===== src/rtl/cache_pkg.sv =====
// ---------------------------------------------------------------------------
// cache_pkg
//   Shared constants and types for the 16-set, 2-way, 4-word-block data cache
//   and its miss/write sequencer (cache_refill_ctrl).
//
//   Address split (word address, 30 bits):
//     [29 : INDEX_W+OFFSET_W]       tag    (TAG_W bits)
//     [INDEX_W+OFFSET_W-1:OFFSET_W] set index
//     [OFFSET_W-1:0]                word-in-block offset
// ---------------------------------------------------------------------------
package cache_pkg;

  localparam int WORD_ADDR_W = 30;
  localparam int DATA_W      = 32;

  localparam int BLOCK_WORDS = 4;
  localparam int OFFSET_W    = $clog2(BLOCK_WORDS);
  localparam int NUM_SETS    = 16;
  localparam int NUM_WAYS    = 2;
  localparam int INDEX_W     = $clog2(NUM_SETS);
  localparam int TAG_W       = WORD_ADDR_W - INDEX_W - OFFSET_W;

  // Sequencer states. IDLE is the only state that looks at a new CPU request.
  typedef enum logic [1:0] {
    ST_IDLE   = 2'd0,
    ST_REFILL = 2'd1,
    ST_WRITE  = 2'd2,
    ST_DONE   = 2'd3
  } refill_state_e;

endpackage


===== src/rtl/cache_refill_ctrl.sv =====
// ---------------------------------------------------------------------------
// cache_refill_ctrl
//   Miss/write sequencer sitting beside the data cache.
//   - Read miss : stalls the CPU and burst-refills the whole block from memory,
//                 one word per mem_ack, writing each word into the cache via the
//                 fill port in the same cycle it is acknowledged.
//   - Store     : performs one write-through transaction (hit or miss).
//   - Read hit  : passes straight through, no stall.
//
// Ports
//   clk, rst                 clock (rising edge), asynchronous active-high reset
//   cpu_req/we/addr/wdata    CPU access request (word address)
//   cache_hit                combinational lookup result for cpu_addr
//   stall                    freeze the CPU memory stage
//   fill_en/addr/data        cache line fill port
//   mem_req/we/addr/wdata    single memory request port
//   mem_ack, mem_rdata       memory completion and read data
//   dbg_state                current sequencer state (refill_state_e encoding)
//
// Memory handshake: mem_req/mem_we/mem_addr/mem_wdata come straight from
// registers and are held stable from the first request cycle through the
// mem_ack cycle; the request completes in the cycle where mem_req and mem_ack
// are both high. mem_ack while mem_req is low is ignored. An ack in the very
// first request cycle (zero-wait memory) is allowed.
// ---------------------------------------------------------------------------
module cache_refill_ctrl #(
  parameter int BLOCK_WORDS = cache_pkg::BLOCK_WORDS,
  parameter int OFFSET_W    = cache_pkg::OFFSET_W
) (
  input  logic        clk,
  input  logic        rst,
  input  logic        cpu_req,
  input  logic        cpu_we,
  input  logic [29:0] cpu_addr,
  input  logic [31:0] cpu_wdata,
  input  logic        cache_hit,
  output logic        stall,
  output logic        fill_en,
  output logic [29:0] fill_addr,
  output logic [31:0] fill_data,
  output logic        mem_req,
  output logic        mem_we,
  output logic [29:0] mem_addr,
  output logic [31:0] mem_wdata,
  input  logic        mem_ack,
  input  logic [31:0] mem_rdata,
  output logic [1:0]  dbg_state
);

  import cache_pkg::*;

  localparam logic [OFFSET_W-1:0] LAST_WORD = OFFSET_W'(BLOCK_WORDS - 1);

  refill_state_e        state_q, state_d;
  logic [OFFSET_W-1:0]  cnt_q,   cnt_d;
  // addr_q always holds the address currently presented on the memory port:
  // the store address in WRITE, base|cnt in REFILL.
  logic [29:0]          addr_q,  addr_d;
  logic [31:0]          wdata_q, wdata_d;

  logic in_idle, in_refill, in_write;
  logic new_write, new_miss;

  assign in_idle   = (state_q == ST_IDLE);
  assign in_refill = (state_q == ST_REFILL);
  assign in_write  = (state_q == ST_WRITE);

  // New work is only accepted from IDLE; DONE deliberately ignores cpu_req so
  // the CPU's retried lookup is seen fresh one cycle later.
  assign new_write = in_idle && cpu_req && cpu_we;
  assign new_miss  = in_idle && cpu_req && !cpu_we && !cache_hit;

  // ---------------------------------------------------------------------
  // Next-state logic
  // ---------------------------------------------------------------------
  always_comb begin
    state_d = state_q;
    cnt_d   = cnt_q;
    addr_d  = addr_q;
    wdata_d = wdata_q;

    unique case (state_q)
      ST_IDLE: begin
        if (new_write) begin
          addr_d  = cpu_addr;
          wdata_d = cpu_wdata;
          state_d = ST_WRITE;
        end else if (new_miss) begin
          // Refill always starts at word 0 of the block, not at the missing word.
          addr_d  = {cpu_addr[29:OFFSET_W], {OFFSET_W{1'b0}}};
          cnt_d   = '0;
          state_d = ST_REFILL;
        end
      end

      ST_REFILL: begin
        if (mem_ack) begin
          cnt_d = cnt_q + OFFSET_W'(1);
          // Only the offset field advances, so the burst can never carry into
          // the set index or tag even at the top of the address space.
          addr_d[OFFSET_W-1:0] = cnt_q + OFFSET_W'(1);
          if (cnt_q == LAST_WORD) begin
            state_d = ST_DONE;
          end
        end
      end

      ST_WRITE: begin
        if (mem_ack) begin
          state_d = ST_DONE;
        end
      end

      ST_DONE: begin
        state_d = ST_IDLE;
      end

      default: begin
        state_d = ST_IDLE;
      end
    endcase
  end

  // ---------------------------------------------------------------------
  // State register
  // ---------------------------------------------------------------------
  always_ff @(posedge clk or posedge rst) begin
    if (rst) begin
      state_q <= ST_IDLE;
      cnt_q   <= '0;
      addr_q  <= '0;
      wdata_q <= '0;
    end else begin
      state_q <= state_d;
      cnt_q   <= cnt_d;
      addr_q  <= addr_d;
      wdata_q <= wdata_d;
    end
  end

  // ---------------------------------------------------------------------
  // Outputs
  // ---------------------------------------------------------------------
  // The memory port is a pure function of registered state, so it is stable
  // for the whole request regardless of what the CPU does meanwhile.
  assign mem_req   = in_refill || in_write;
  assign mem_we    = in_write;
  assign mem_addr  = addr_q;
  assign mem_wdata = wdata_q;

  // Stall must rise in the same IDLE cycle the miss/store is seen, otherwise
  // the CPU would advance past the access.
  assign stall = new_write || new_miss || in_refill || in_write;

  // Fill is gated by REFILL so a spurious ack elsewhere never touches the cache.
  assign fill_en   = in_refill && mem_ack;
  assign fill_addr = addr_q;
  assign fill_data = mem_rdata;

  assign dbg_state = state_q;

endmodule


===== config.mk =====
export PLATFORM = sky130hd
export DESIGN_NAME = cache_refill_ctrl
export DESIGN_NICKNAME = d
export VERILOG_FILES = /design/src/rtl/cache_pkg.sv /design/src/rtl/cache_refill_ctrl.sv
export SDC_FILE = /design/constraint.sdc
export NUM_CORES = 1
export LEC_CHECK = 0
export ABC_CLOCK_PERIOD_IN_PS = 5750
export BUFFER_PORTS_ARGS = -buffer_cell sky130_fd_sc_hd__buf_2
export CAP_MARGIN = 25
export CORE_AREA = 2 2 90 92
export DETAILED_ROUTE_END_ITERATION = 8
export DIE_AREA = 0 0 92 94
export PLACE_DENSITY_LB_ADDON = 0.1
export SLEW_MARGIN = 10
export SYNTH_ARGS = -nofsm -noshare
export SYNTH_HDL_FRONTEND = slang
export SYNTH_SLANG_ARGS = --single-unit

===== constraint.sdc =====
create_clock -name clk -period 5.75 [get_ports clk]
set_input_delay 1.725 -clock clk [delete_from_list [all_inputs] [get_ports clk]]
set_output_delay 1.725 -clock clk [all_outputs]
set_load 0.05 [all_outputs]

After elaboration in Yosys (flattened, before gate mapping)

Cells that the tools add are included.

Add/subtract/negate cells: 1
$mul: 0
Div/mod/pow operators: 0
Magnitude comparators: 0
Eq/ne operators: 10
Shift-type cells: 0
Mux-type cells: 13
Bitwise gates (word level): 0
Reduce and logical (&&, ||, !) cells: 19

Operators with widths:

| cell                                                                     | number |
|---|---|
| 30-bit two-way mux                                                       | 2 |
| 2-bit two-way mux                                                        | 8 |
| 2-bit one-hot mux with 2 select lines                                    | 2 |
| 2-bit one-hot mux with 4 select lines                                    | 1 |
| 4-bit AND reduction                                                      | 2 |
| 2-bit equality test (second input constant)                              | 3 |
| 2-bit inequality test (second input constant)                            | 3 |
| 1-bit logical AND                                                        | 5 |
| 1-bit logical OR                                                         | 4 |
| 2-bit by 1-bit inequality test with 1-bit output (second input constant) | 2 |
| 2-bit AND reduction                                                      | 2 |
| 2-bit nonzero test                                                       | 2 |
| 3-bit by 1-bit inequality test with 1-bit output (second input constant) | 1 |
| 3-bit AND reduction                                                      | 1 |
| 2-bit by 1-bit adder with 2-bit output (second input constant)           | 1 |
| 2-bit by 1-bit equality test with 1-bit output (second input constant)   | 1 |
| 1-bit logical NOT                                                        | 2 |
| 2-bit logical NOT                                                        | 1 |

Bits in registers: 66
Latch bits: 0
RAM bits: 0
Memory bits (read-only): 0
Input port bits: 100
Output and inout bits: 130
Logic and storage cells: 48
Memories kept: 0

Depth between registers and ports, before layout

Depth in word-level cells: 7
Depth in mapped cells: 7
Mapped depth without buffers: 6

Worst setup path after synthesis

No wires, ideal clock.

Path kind: input to output
Start point: in cpu_we
End point: out stall
Arrival time: 2.815 ns
Required time: 4.025 ns
Slack: 1.210 ns
Stages: 5
Path buffers: 2
Cell sequence: nand2b_4 -> and3_4 -> buf_6 -> buf_6 -> or3_1

Cells in the longest elaborated chain, start to end: 6
Elaborated cells on any way between the ends: 7
Classes of those cells: reduce/logical: 7

RTL lines:

| element                           | RTL line                 | RTL |
|---|---|---|
| start: declaration                | cache_refill_ctrl.sv:33  | `input logic cpu_we,` |
| 1-bit logical NOT                 | cache_refill_ctrl.sv:71  | `assign new_miss = in_idle && cpu_req && !cpu_we && !cache_hit;` |
| 1-bit logical AND (2 in a row)    | cache_refill_ctrl.sv:71  |  |
| 1-bit logical OR (*) (3 in a row) | cache_refill_ctrl.sv:153 | `assign stall = new_write \|\| new_miss \|\| in_refill \|\| in_write;` |
| end: declaration                  | cache_refill_ctrl.sv:37  | `output logic stall,` |

Mark *: on every way between the ends. The rest lies on a longest branch, timed or not.

Worst setup path after layout

Same ends and word-level chain as after synthesis.

==> flow_summary.html <==
<table>
<tr><th>Metric</th><th>Value</th></tr>
<tr><th colspan="2">STA</th></tr>
<tr><td>Unrepaired setup endpoints after global routing</td><td>no</td></tr>
<tr><td>Hold Vio Cnt, Final</td><td>0</td></tr>
<tr><td>Post-layout minimum cycle time</td><td>4.56 ns</td></tr>
<tr><td>Final clock period utilization by the worst path</td><td>79.4%</td></tr>
<tr><td>Relative slew margins</td><td>55.2%</td></tr>
<tr><td>Aggregate negative setup slack</td><td>0 ns</td></tr>
<tr><td>Clk_skew</td><td>0.00562 ns</td></tr>
<tr><td>Setup violators final</td><td>0</td></tr>
<tr><td>F_max</td><td>219 MHz</td></tr>
<tr><td>Final max-slew violation count</td><td>0</td></tr>
<tr><td>Actual transition at the worst max-transition pin</td><td>0.671 ns</td></tr>
<tr><th colspan="2">CTS</th></tr>
<tr><td>CTS root buf</td><td>sky130_fd_sc_hd__clkbuf_8</td></tr>
<tr><td>Total CTS buffers</td><td>9</td></tr>
<tr><td>Clock slew at the register clock pins of the worst setup and hold paths</td><td>0.07 ns</td></tr>
<tr><td>Count of buffers added by post-CTS timing repair for setup</td><td>0</td></tr>
<tr><td>Clock tree from TritonCTS</td><td>yes</td></tr>
<tr><td>Post-cts repair resize count</td><td>0</td></tr>
<tr><td>Clk sinks</td><td>66</td></tr>
<tr><td>Clock latency of the later-clocked register in the worst-skew pair</td><td>0.33 ns</td></tr>
<tr><td>Cts hold-fix bufs</td><td>0</td></tr>
<tr><td>Clock tree buffer depth</td><td>2</td></tr>
<tr><td>Number of levels in the clock H-tree</td><td>3</td></tr>
<tr><th colspan="2">Yosys</th></tr>
<tr><td>Biggest area consumer among synthesized cells</td><td>sky130_fd_sc_hd__dfrtp_1</td></tr>
<tr><td>Library cells used by synthesis</td><td>21</td></tr>
<tr><td>Share of the synthesized area in the top cell type</td><td>52.8%</td></tr>
<tr><td>Post-synthesis register bit count</td><td>66</td></tr>
<tr><td>Warnings from Yosys</td><td>0</td></tr>
<tr><td>Sequential area share after synthesis</td><td>52.8%</td></tr>
<tr><td>Post-Synthesis Mean Instance Area</td><td>13.5 um2</td></tr>
<tr><td>Number of cells produced by synthesis</td><td>232</td></tr>
<tr><td>Cell types occupying the most area after synthesis</td><td>sky130_fd_sc_hd__dfrtp_1 (53%), sky130_fd_sc_hd__mux2_2 (23%), sky130_fd_sc_hd__buf_4 (16%)</td></tr>
<tr><td>Mapped cell area</td><td>3130 um2</td></tr>
<tr><td>Synthesized Nets</td><td>337</td></tr>
<tr><th colspan="2">Die</th></tr>
<tr><td>Core area</td><td>7610 um2</td></tr>
<tr><td>Die Area</td><td>8650 um2</td></tr>
<tr><td>Die H</td><td>94 um</td></tr>
<tr><td>Initial standard-cell utilization of the core</td><td>41.1%</td></tr>
<tr><td>Boundary Pins</td><td>230</td></tr>
<tr><td>Std cell rows</td><td>32</td></tr>
<tr><td>Die X-Extent</td><td>92 um</td></tr>
<tr><th colspan="2">Route</th></tr>
<tr><td>Initial DRT Pass Iterations</td><td>4</td></tr>
<tr><td>Number of vias after detailed routing</td><td>2049</td></tr>
<tr><td>Average vias per placed instance</td><td>4.58</td></tr>
<tr><td>Detailed-route wire length</td><td>6190 um</td></tr>
<tr><td>Antenna Nets Post-Route</td><td>0</td></tr>
<tr><td>Count of routing violations after the opening detailed-route iteration</td><td>28</td></tr>
<tr><td>WL per Instance</td><td>13.9 um</td></tr>
<tr><td>DRC violations left</td><td>0</td></tr>
<tr><th colspan="2">Critical path</th></tr>
<tr><td>Element type at the critical path end</td><td>output pin</td></tr>
<tr><td>Biggest fanout along the worst timing path</td><td>29</td></tr>
<tr><td>Worst Setup Path Type</td><td>input pin to output pin</td></tr>
<tr><td>Required time of the worst setup path</td><td>4.03 ns</td></tr>
<tr><td>Data arrival time of the critical path</td><td>2.84 ns</td></tr>
<tr><td>Setup crit start kind</td><td>input pin</td></tr>
<tr><th colspan="2">Global routing</th></tr>
<tr><td>Global route overflow</td><td>0</td></tr>
<tr><td>Pin count of the biggest net entering global routing</td><td>36</td></tr>
<tr><td>Via count of the first global-routing pass</td><td>1914</td></tr>
<tr><td>Number of antenna violations at the first check in global routing</td><td>0</td></tr>
<tr><td>First-pass GRT wire length</td><td>9140 um</td></tr>
<tr><td>Global routing usage summed across all routing layers</td><td>13.7%</td></tr>
<tr><th colspan="2">Place</th></tr>
<tr><td>Placer Congestion</td><td>0.646</td></tr>
<tr><td>Number of buffers inserted by port buffering</td><td>165</td></tr>
<tr><td>Detailed-placement wirelength estimate</td><td>4720 um</td></tr>
<tr><th colspan="2">Final layout</th></tr>
<tr><td>Area growth syn-to-layout</td><td>19.7%</td></tr>
<tr><td>Count of nets after finishing</td><td>446</td></tr>
<tr><td>Ratio of cells with drive above 1 in the final layout</td><td>71.9%</td></tr>
<tr><td>Antenna cell count</td><td>0</td></tr>
<tr><td>Fillers</td><td>721</td></tr>
<tr><th colspan="2">Worst hold path</th></tr>
<tr><td>Classification of the worst-slack hold path</td><td>flip-flop to flip-flop</td></tr>
<tr><th colspan="2">Job</th></tr>
<tr><td>Number of max-cap violations</td><td>0</td></tr>
<tr><th colspan="2">Outcome</th></tr>
<tr><td>Outcome</td><td>complete, no violations</td></tr>
</table>
-- placed cells by master, fill, tap and decap left out --
cell type                    n
sky130_fd_sc_hd__mux2i_1     2
sky130_fd_sc_hd__dfrtp_1    66
sky130_fd_sc_hd__or3_1       1
sky130_fd_sc_hd__mux2_2     63
sky130_fd_sc_hd__and2_1      2
sky130_fd_sc_hd__nor2_1      3
sky130_fd_sc_hd__a31oi_1     2
sky130_fd_sc_hd__clkinv_2    3
sky130_fd_sc_hd__ha_1        5
sky130_fd_sc_hd__inv_2       1
sky130_fd_sc_hd__a21oi_1     3
sky130_fd_sc_hd__buf_4       2
sky130_fd_sc_hd__nand2b_4    1
sky130_fd_sc_hd__a21boi_2    1
sky130_fd_sc_hd__and3_1      1
sky130_fd_sc_hd__nand2_1     2
sky130_fd_sc_hd__and3_4      1
sky130_fd_sc_hd__a221o_1     1
sky130_fd_sc_hd__clkbuf_8   11
sky130_fd_sc_hd__buf_2     165
sky130_fd_sc_hd__clkbuf_1    1
sky130_fd_sc_hd__o31ai_1     2
sky130_fd_sc_hd__o21ai_0     2
sky130_fd_sc_hd__inv_1       4
-- critical path: stages --
cell and delay (ns):
sky130_fd_sc_hd__buf_2 0.11, sky130_fd_sc_hd__nand2b_4 0.14, sky130_fd_sc_hd__and3_4 0.30, sky130_fd_sc_hd__or3_1 0.34, sky130_fd_sc_hd__buf_2 0.21
-- metal layers --
metal | vias up | part of all wire, % | track usage (%) | wire length, um
met1 | 982 | 37 | 15.0 | 2270
li1 | 937 | - | - | -
met2 | 115 | 50 | 22.9 | 3080
met3 | 15 | 12 | 5.70 | 727
met5 | - | 0 | 0 | 0
met4 | 0 | 1.9 | 7.21 | 115
-- synthesized netlist by cell type, drive strengths merged --
library cell	count
inv	5
o31ai	2
mux2i	2
and2	2
dfrtp	66
mux2	63
nand2b	1
o21ai	2
or3	1
a21boi	1
a21oi	3
nor2	3
nand2	2
and3	2
buf	69
a221o	1
a31oi	2
ha	5
-- area by class of cell --
| class | instances | area [um2] | share of cell area (%) |
|---|---|---|---|
| clock buffers | 12 | 155 | 4.14 |
| clock inverters | 3 | 15.0 | 0.401 |
| inverters | 5 | 18.8 | 0.501 |
| multi-input cells | 92 | 935 | 25.0 |
| flip-flops and latches | 66 | 1650 | 44.1 |
| well taps | 102 | 128 | 3.41 |
| repair buffers | 167 | 841 | 22.5 |
-- state kept, by name, indices dropped and copies added, names as in the netlist --
signal	count
cnt_q	2
fill_addr	30
dbg_state	2
mem_wdata	32
-- logic make-up after synthesis --
family	after synthesis	share of synthesized area, %
compound gates	11	2.36
fa+ha+maj	5	2.00
buf+inv	74	17.3
flops	66	52.8
mux	65	23.3
simple gates	11	2.20
-- final timing paths --
path,startpoint,end,slack [ns],cells past startpoint
max,cpu_we,stall,1.19,5
min,mem_wdata[7],mem_wdata[7],0.50,1
max reg2reg,dbg_state[0],mem_wdata[25],3.44,5
min reg2reg,mem_wdata[7],mem_wdata[7],0.50,1
max in group asynchronous,rst,mem_wdata[17],3.36,3
min in group asynchronous,rst,mem_wdata[10],1.49,2
-- metrics by stage --
step	instances	hold WS (ns)	area (um2)	worst slack [ns]	util (%)
after floorplan	232	0.485	3130	1.21	-
after global placement	432	0.485	3570	1.19	47.0
after detailed placement	432	0.489	3570	1.18	47.0
after CTS	447	0.508	3740	1.18	49.2
after global routing	447	0.514	3740	1.15	49.2
final	447	0.502	3740	1.19	49.2
Power is left out: the tool's default activity adds up to more than one toggle a clock period on the data nets, which glitch-free logic cannot reach.
